File: src/rtl/adder_stream_pkg.sv
// Shared definitions for the adder output word stream.
// Holds the 32-bit word field layout, the fill pattern, the unpacked result
// width and the accumulator FSM state encoding.
package adder_stream_pkg;

    localparam int unsigned WORD_W    = 32;
    localparam int unsigned VAL_W     = 17;

    localparam int unsigned CARRY_BIT = 31;
    localparam int unsigned FILL_HI   = 30;
    localparam int unsigned FILL_LO   = 16;
    localparam int unsigned SUM_HI    = 15;
    localparam int unsigned SUM_LO    = 0;

    localparam logic [14:0] FILL_PATTERN = 15'h0fff;

    typedef logic [1:0] state_t;
    localparam state_t IDLE  = 2'd0;
    localparam state_t ACCUM = 2'd1;
    localparam state_t DONE  = 2'd2;

endpackage

File: src/rtl/adder_result_accum_if.sv
// Stream interface between the adder stage, the accumulator and its consumer.
//   data_in/in_valid/in_ready    : word stream from the adder stage
//   acc_out/acc_valid/acc_ready  : window total towards the consumer
// master = producer/consumer side (testbench or neighbouring blocks),
// slave  = adder_result_accum.
interface adder_result_accum_if #(
    parameter int unsigned WIDTH = 32,
    parameter int unsigned ACC_W = 20
);
    logic [WIDTH-1:0] data_in;
    logic             in_valid;
    logic             in_ready;
    logic [ACC_W-1:0] acc_out;
    logic             acc_valid;
    logic             acc_ready;

    modport master (
        output data_in, in_valid, acc_ready,
        input  in_ready, acc_out, acc_valid
    );

    modport slave (
        input  data_in, in_valid, acc_ready,
        output in_ready, acc_out, acc_valid
    );
endinterface

File: src/rtl/adder_word_unpack.sv
// Combinational field split of one adder output word.
//   data_in : 32-bit word {carry, fill[14:0], sum[15:0]}
//   val     : rebuilt 17-bit result {carry, sum}
//   fill_ok : fill field equals the expected pattern
module adder_word_unpack
    import adder_stream_pkg::*;
(
    input  logic [WORD_W-1:0] data_in,
    output logic [VAL_W-1:0]  val,
    output logic              fill_ok
);
    assign val     = {data_in[CARRY_BIT], data_in[SUM_HI:SUM_LO]};
    assign fill_ok = (data_in[FILL_HI:FILL_LO] == FILL_PATTERN);
endmodule

File: src/rtl/adder_result_accum.sv
// Accumulates the {carry, sum} results of WINDOW adder words and presents the
// window total on a valid/ready port.
//   clk, rst   : clock, asynchronous active-high reset
//   start      : opens a window (honoured in IDLE only)
//   bus        : slave side of adder_result_accum_if (word in, total out)
//   overflow   : current/last window exceeded 2^ACC_W-1
//   frame_err  : sticky fill-field mismatch within the window
//   busy       : FSM not in IDLE
// Build option: define ACC_SAT_EN to clamp the accumulator at 2^ACC_W-1 on
// overflow instead of wrapping modulo 2^ACC_W.
module adder_result_accum
    import adder_stream_pkg::*;
#(
    parameter int unsigned WIDTH  = 32,
    parameter int unsigned WINDOW = 16,
    parameter int unsigned ACC_W  = 20
) (
    input  logic                  clk,
    input  logic                  rst,
    input  logic                  start,
    adder_result_accum_if.slave   bus,
    output logic                  overflow,
    output logic                  frame_err,
    output logic                  busy
);
    localparam int unsigned CNT_W = (WINDOW > 1) ? $clog2(WINDOW) : 1;
    localparam logic [CNT_W-1:0] LAST_CNT = CNT_W'(WINDOW - 1);

    if (WIDTH != WORD_W) begin : g_width_chk
        $error("adder_result_accum: WIDTH must be 32");
    end
    if (WINDOW < 2 || WINDOW > 256) begin : g_window_chk
        $error("adder_result_accum: WINDOW must be in 2..256");
    end
    if (ACC_W < VAL_W) begin : g_accw_chk
        $error("adder_result_accum: ACC_W must hold a 17-bit result");
    end

    state_t            state;
    state_t            state_nxt;
    logic [ACC_W-1:0]  acc;
    logic [CNT_W-1:0]  count;
    logic [ACC_W-1:0]  acc_out_q;
    logic              acc_valid_q;
    logic              in_ready_q;
    logic              accept_c;
    logic              last_c;
    logic [VAL_W-1:0]  val;
    logic              fill_ok;
    logic [ACC_W:0]    sum_c;
    logic              ovf_c;
    logic [ACC_W-1:0]  acc_nxt_c;

    adder_word_unpack u_unpack (
        .data_in (bus.data_in),
        .val     (val),
        .fill_ok (fill_ok)
    );

    assign bus.in_ready  = in_ready_q;
    assign bus.acc_out   = acc_out_q;
    assign bus.acc_valid = acc_valid_q;

    // Extra top bit of the sum is the overflow indicator for this word.
    always_comb begin
        sum_c = {1'b0, acc} + (ACC_W+1)'(val);
        ovf_c = sum_c[ACC_W];
`ifdef ACC_SAT_EN
        acc_nxt_c = (ovf_c || overflow) ? {ACC_W{1'b1}} : sum_c[ACC_W-1:0];
`else
        acc_nxt_c = sum_c[ACC_W-1:0];
`endif
    end

    // State register
    always_ff @(posedge clk or posedge rst) begin
        if (rst) begin
            state <= IDLE;
        end else begin
            state <= state_nxt;
        end
    end

    // Next-state logic
    always_comb begin
        state_nxt = state;
        accept_c  = 1'b0;
        last_c    = 1'b0;
        case (state)
            IDLE: begin
                if (start) begin
                    state_nxt = ACCUM;
                end
            end
            ACCUM: begin
                accept_c = bus.in_valid;
                last_c   = bus.in_valid && (count == LAST_CNT);
                if (last_c) begin
                    state_nxt = DONE;
                end
            end
            DONE: begin
                if (bus.acc_ready) begin
                    state_nxt = IDLE;
                end
            end
            default: state_nxt = IDLE;
        endcase
    end

    // Datapath, flags and registered port outputs
    always_ff @(posedge clk or posedge rst) begin
        if (rst) begin
            acc         <= '0;
            count       <= '0;
            acc_out_q   <= '0;
            acc_valid_q <= 1'b0;
            overflow    <= 1'b0;
            frame_err   <= 1'b0;
            in_ready_q  <= 1'b0;
            busy        <= 1'b0;
        end else begin
            in_ready_q <= (state_nxt == ACCUM);
            busy       <= (state_nxt != IDLE);
            if (state == IDLE && start) begin
                acc       <= '0;
                count     <= '0;
                overflow  <= 1'b0;
                frame_err <= 1'b0;
            end else if (accept_c) begin
                acc      <= acc_nxt_c;
                count    <= last_c ? '0 : count + CNT_W'(1);
                overflow <= overflow | ovf_c;
                if (!fill_ok) begin
                    frame_err <= 1'b1;
                end
                if (last_c) begin
                    acc_out_q   <= acc_nxt_c;
                    acc_valid_q <= 1'b1;
                end
            end else if (state == DONE && bus.acc_ready) begin
                acc_valid_q <= 1'b0;
            end
        end
    end

endmodule

File: src/flat_wrapper.sv
// flat-port wrapper written by rule: the top's interface ports become plain ports
module adder_result_accum_flat import adder_stream_pkg::*;
#(
    parameter int unsigned WIDTH  = 32,
    parameter int unsigned WINDOW = 16,
    parameter int unsigned ACC_W  = 20
)
  (clk, rst, start, overflow, frame_err, busy, bus_data_in, bus_in_valid, bus_acc_ready, bus_in_ready, bus_acc_out, bus_acc_valid);
  adder_result_accum_if #(.WIDTH(WIDTH), .ACC_W(ACC_W)) bus_i ();
  input  logic clk;
  input  logic rst;
  input  logic start;
  output logic overflow;
  output logic frame_err;
  output logic busy;
  input wire logic [$bits(bus_i.data_in)-1:0] bus_data_in;
  input wire logic [$bits(bus_i.in_valid)-1:0] bus_in_valid;
  input wire logic [$bits(bus_i.acc_ready)-1:0] bus_acc_ready;
  output wire logic [$bits(bus_i.in_ready)-1:0] bus_in_ready;
  output wire logic [$bits(bus_i.acc_out)-1:0] bus_acc_out;
  output wire logic [$bits(bus_i.acc_valid)-1:0] bus_acc_valid;
  assign bus_i.data_in = bus_data_in;
  assign bus_i.in_valid = bus_in_valid;
  assign bus_i.acc_ready = bus_acc_ready;
  assign bus_in_ready = bus_i.in_ready;
  assign bus_acc_out = bus_i.acc_out;
  assign bus_acc_valid = bus_i.acc_valid;
  adder_result_accum #(.WIDTH(WIDTH), .WINDOW(WINDOW), .ACC_W(ACC_W)) u_core (.clk(clk), .rst(rst), .start(start), .bus(bus_i), .overflow(overflow), .frame_err(frame_err), .busy(busy));
endmodule
File: config.mk
export PLATFORM = sky130hd
export DESIGN_NAME = adder_result_accum_flat
export DESIGN_NICKNAME = d
export VERILOG_FILES = /design/src/rtl/adder_stream_pkg.sv /design/src/rtl/adder_result_accum_if.sv /design/src/rtl/adder_word_unpack.sv /design/src/rtl/adder_result_accum.sv /design/src/flat_wrapper.sv
export SDC_FILE = /design/constraint.sdc
export NUM_CORES = 1
export LEC_CHECK = 0
export ABC_CLOCK_PERIOD_IN_PS = 2300
export CORE_AREA = 3 3 85 87
export CTS_CLUSTER_SIZE = 30
export DETAILED_ROUTE_END_ITERATION = 16
export DIE_AREA = 0 0 88 90
export HOLD_SLACK_MARGIN = 0.08
export PLACE_DENSITY = 0.74
export SLEW_MARGIN = 20
export SYNTH_ARGS = -nofsm -noshare
export SYNTH_HDL_FRONTEND = slang
export SYNTH_HIERARCHICAL = 1
export SYNTH_SLANG_ARGS = --single-unit
File: constraint.sdc
create_clock -name clk -period 2.3 [get_ports clk]
set_input_delay 0.575 -clock clk [delete_from_list [all_inputs] [get_ports clk]]
set_output_delay 0.575 -clock clk [all_outputs]
set_load 0.01 [all_outputs]
==> key figures <==
Run status
  • Status: finished clean

Synth
  • Main synth FF type: dfrtp_1
  • Mean area per synthesized cell: 9.34 sq um
  • Syn_nets: 373
  • Async SR Flop Fraction: 1.00
  • Post-synth EDFFs: 0
  • Post-Syn Area: 2960 sq um
  • Synth area leaders: dfrtp_1 (43%), nand2_1 (7.7%), ha_1 (7.6%)
  • Synth top area share: 0.431
  • Yosys warns: 6
  • Sequential area share after synthesis: 0.431
  • Cell count after synthesis: 317
  • #FFs+latches synth: 51
  • Distinct cells, synth: 45
  • Area leader, netlist: dfrtp_1

STA
  • Final period utilization: 0.983
  • Post-Route Skew: 0.00812 ns
  • WHS: 0.482 ns
  • Slew Limit Fails: 0
  • Post-Route Setup TNS: 0 ns
  • Fmax: 442 MHz
  • Unrepaired setup endpoints after global routing: yes
  • Final setup viols: 0
  • Final hold vios: 0
  • Rel. slew slack: 0.700
  • Worst slew pin tran: 0.449 ns
  • Tmin final: 2.26 ns
  • Setup WS post-layout: between 0.03 and 0.04 ns

Setup path
  • RR Endpoint: u_core/bus.acc_out[14]
  • Crit Path Category: reg2reg
  • Reg-to-reg critical path startpoint: u_core/acc[0]
  • Reg2reg path depth: 8
  • WP data required: 2.48 ns
  • Setup crit start kind: flip-flop
  • Critical Path Fanout Max: 4
  • CP endpoint kind: flip-flop
  • R2R Setup Slk: about 0.038 ns
  • Critical Path AT: 2.44 ns

Cells and area
  • Area grow syn2layout: 43.7%
  • Final design area excluding fillers: 4260 sq um
  • Commonest non-fill, non-tap cell in the layout: nand2_1
  • Fin util: 0.663
  • Layout cells sized above 1: 0.236
  • Final #Nets: ~460
  • Fill cell count: 503
  • Antenna diodes: 0
  • Most frequent cells in the layout: nand2_1 (60), dfrtp_1 (51), clkdlybuf4s50_1 (48), buf_4 (48), o21ai_0 (27)

Clock network
  • Clock Tree Buf Depth: 2
  • Reg clk slew, reported paths: 0.10 ns
  • Htree depth: 2
  • Clock Latency Late Sink: 0.30 ns
  • Clk root buf: clkbuf_8
  • Clock Sinks: between 50 and 60
  • CTS tree: built
  • CTS buffer count: 5

GRT
  • Total track usage: 0.192
  • Vias in the first global route: 2,623
  • Global-route wire length before repair: 12,200 um
  • Largest net degree at the start of global routing: 34
  • Grt ovf: 0
  • Initial antenna violation count: 0

Die
  • Initial core utilization: 0.461
  • Die Span Y: 90 um
  • Core area: 6420 sq um
  • Die width: around 88 um
  • Num rows: 29
  • I/O pin count: 62
  • Die ar.: 7920 sq um

Detailed routing
  • Vias per inst: 5.45
  • Drt pass-1 iters: 4
  • Initial DRC count: about 110
  • Total wire length: 7640 um
  • DRC viols: 0
  • Routed WL per cell: 15.8 um
  • Via Count: 2,640
  • Detail Route Antenna Nets: 0

Power
  • Leakage power: between 1.5 and 2 nW
  • Power Density: 1160 nW/um^2
  • VDD IR max: 0.000513 V

Placed design
  • Placed Area: roughly 3900 sq um
  • Count of port buffers added during placement: a little over 60
  • Post-DP HPWL: 5380 um
  • Gpl congestion: 0.902
  • Dpl ws: -0.538 ns

Worst hold path
  • Hold EP: u_core/bus.acc_out[12]
  • Hold depth: 2
  • Worst hold path class: reg2reg
  • Hold Path Origin: u_core/bus.acc_out[12]

Run
  • Max cap viols: 0
per-layer routing:
metal | GRT usage | vias to the layer above | share of wire
li1 | - | 1280 | -
met1 | 0.250 | 1271 | 0.43
met2 | 0.323 | 76 | 0.51
met3 | 0.0356 | 13 | 0.046
met4 | 0.0486 | 0 | 0.016
met5 | 0 | - | 0
logic make-up (layout without fill, tap and decap cells):
kind of cell | after synthesis | after routing | synth area share
muxes | 4 | 4 | 0.0148
DFF | 51 | 51 | 0.431
adders and majority gates | 19 | 19 | 0.0828
and+or+nand+nor | 100 | 100 | 0.155
buffers and inverters | 34 | 124 | 0.0646
AOI/OAI and AO/OA | 93 | 93 | 0.205
xor gates and xnor gates | 16 | 16 | 0.0473
registers in the layout, indices dropped and copies added, names as in the netlist:
name and flops:
u_core/frame_err 1, u_core/acc 20, u_core/bus.in_ready 1, u_core/overflow 1, u_core/state 2, u_core/bus.acc_valid 1, u_core/busy 1, u_core/bus.acc_out 20
u_core/count 4
critical path: stages (launching register included):
cell and delay, ns:
dfrtp_1 0.42, ha_4 0.17, fa_2 0.38, a211oi_4 0.25, o211ai_1 0.19, a21oi_1 0.26
o21ai_1 0.13, xnor2_1 0.23, o21ai_1 0.11
power breakdown:
| group | internal, mW | total (mW) | switching (mW) |
|---|---|---|---|
| registers | 1.17 | 1.42 | 0.248 |
| logic | 1.58 | 2.91 | 1.33 |
| clock network | 0.320 | 0.618 | 0.298 |
| total | 3.07 | 4.95 | 1.87 |
worst max-delay path by stage:
stage / start / end / slack, ns
3_5_place_dp: bus_data_in[9] / u_core/bus.acc_out[13] / -0.54
6_report: u_core/acc[0] / u_core/bus.acc_out[14] / 0.04
2_1_floorplan: bus_data_in[0] / u_core/bus.acc_out[10] / -0.008
5_1_grt: u_core/acc[0] / u_core/bus.acc_out[14] / -0.07
3_3_place_gp: bus_data_in[2] / u_core/bus.acc_out[19] / -0.49
4_1_cts: bus_data_in[1] / u_core/acc[19] / 0.0002
per-stage QoR:
stage,power (mW),std cells
6_report,4.95,484
5_1_grt,5.29,484
4_1_cts,4.68,478
3_5_place_dp,3.79,467
3_3_place_gp,3.71,467
2_1_floorplan,2.90,317
cells in the mapped netlist, types with 2 or more instances:
master,number
o211ai_1,4
xor2_1,5
nand4_1,4
o21a_1,4
buf_4,17
a21o_1,3
nand2b_1,3
nand2_1,61
a31oi_1,2
nor2_1,11
clkbuf_1,11
o21bai_1,4
or2_2,2
a311oi_1,2
inv_1,6
o21ai_0,32
a211oi_2,2
or3_1,2
mux2_2,3
nor3b_1,2
a21oi_1,17
a22o_1,14
nand3_1,6
xnor2_1,11
a211oi_1,2
dfrtp_1,51
ha_1,18
what timing repair did:
action / 4_1_cts / 5_1_grt
gates resized for setup: 29 / 21
pin swaps: 17 / 15
setup buffers: 4 / 6
endpoints found under the setup margin: 18 / 20
hold buffers: 0 / 0
cell type report:
cell class | count | area (sq um) | share of cell area
Multi-Input combinational cell | 232 | 1760 | 0.414
Sequential cell | 51 | 1280 | 0.300
Timing Repair Buffer | 111 | 996 | 0.234
Tap cell | 77 | 96.3 | 0.0226
Clock buffer | 6 | 72.6 | 0.0171
Clock inverter | 1 | 30.0 | 0.00706
Inverter | 6 | 22.5 | 0.00529
Note: power is estimated with default switching activity, not from simulation.
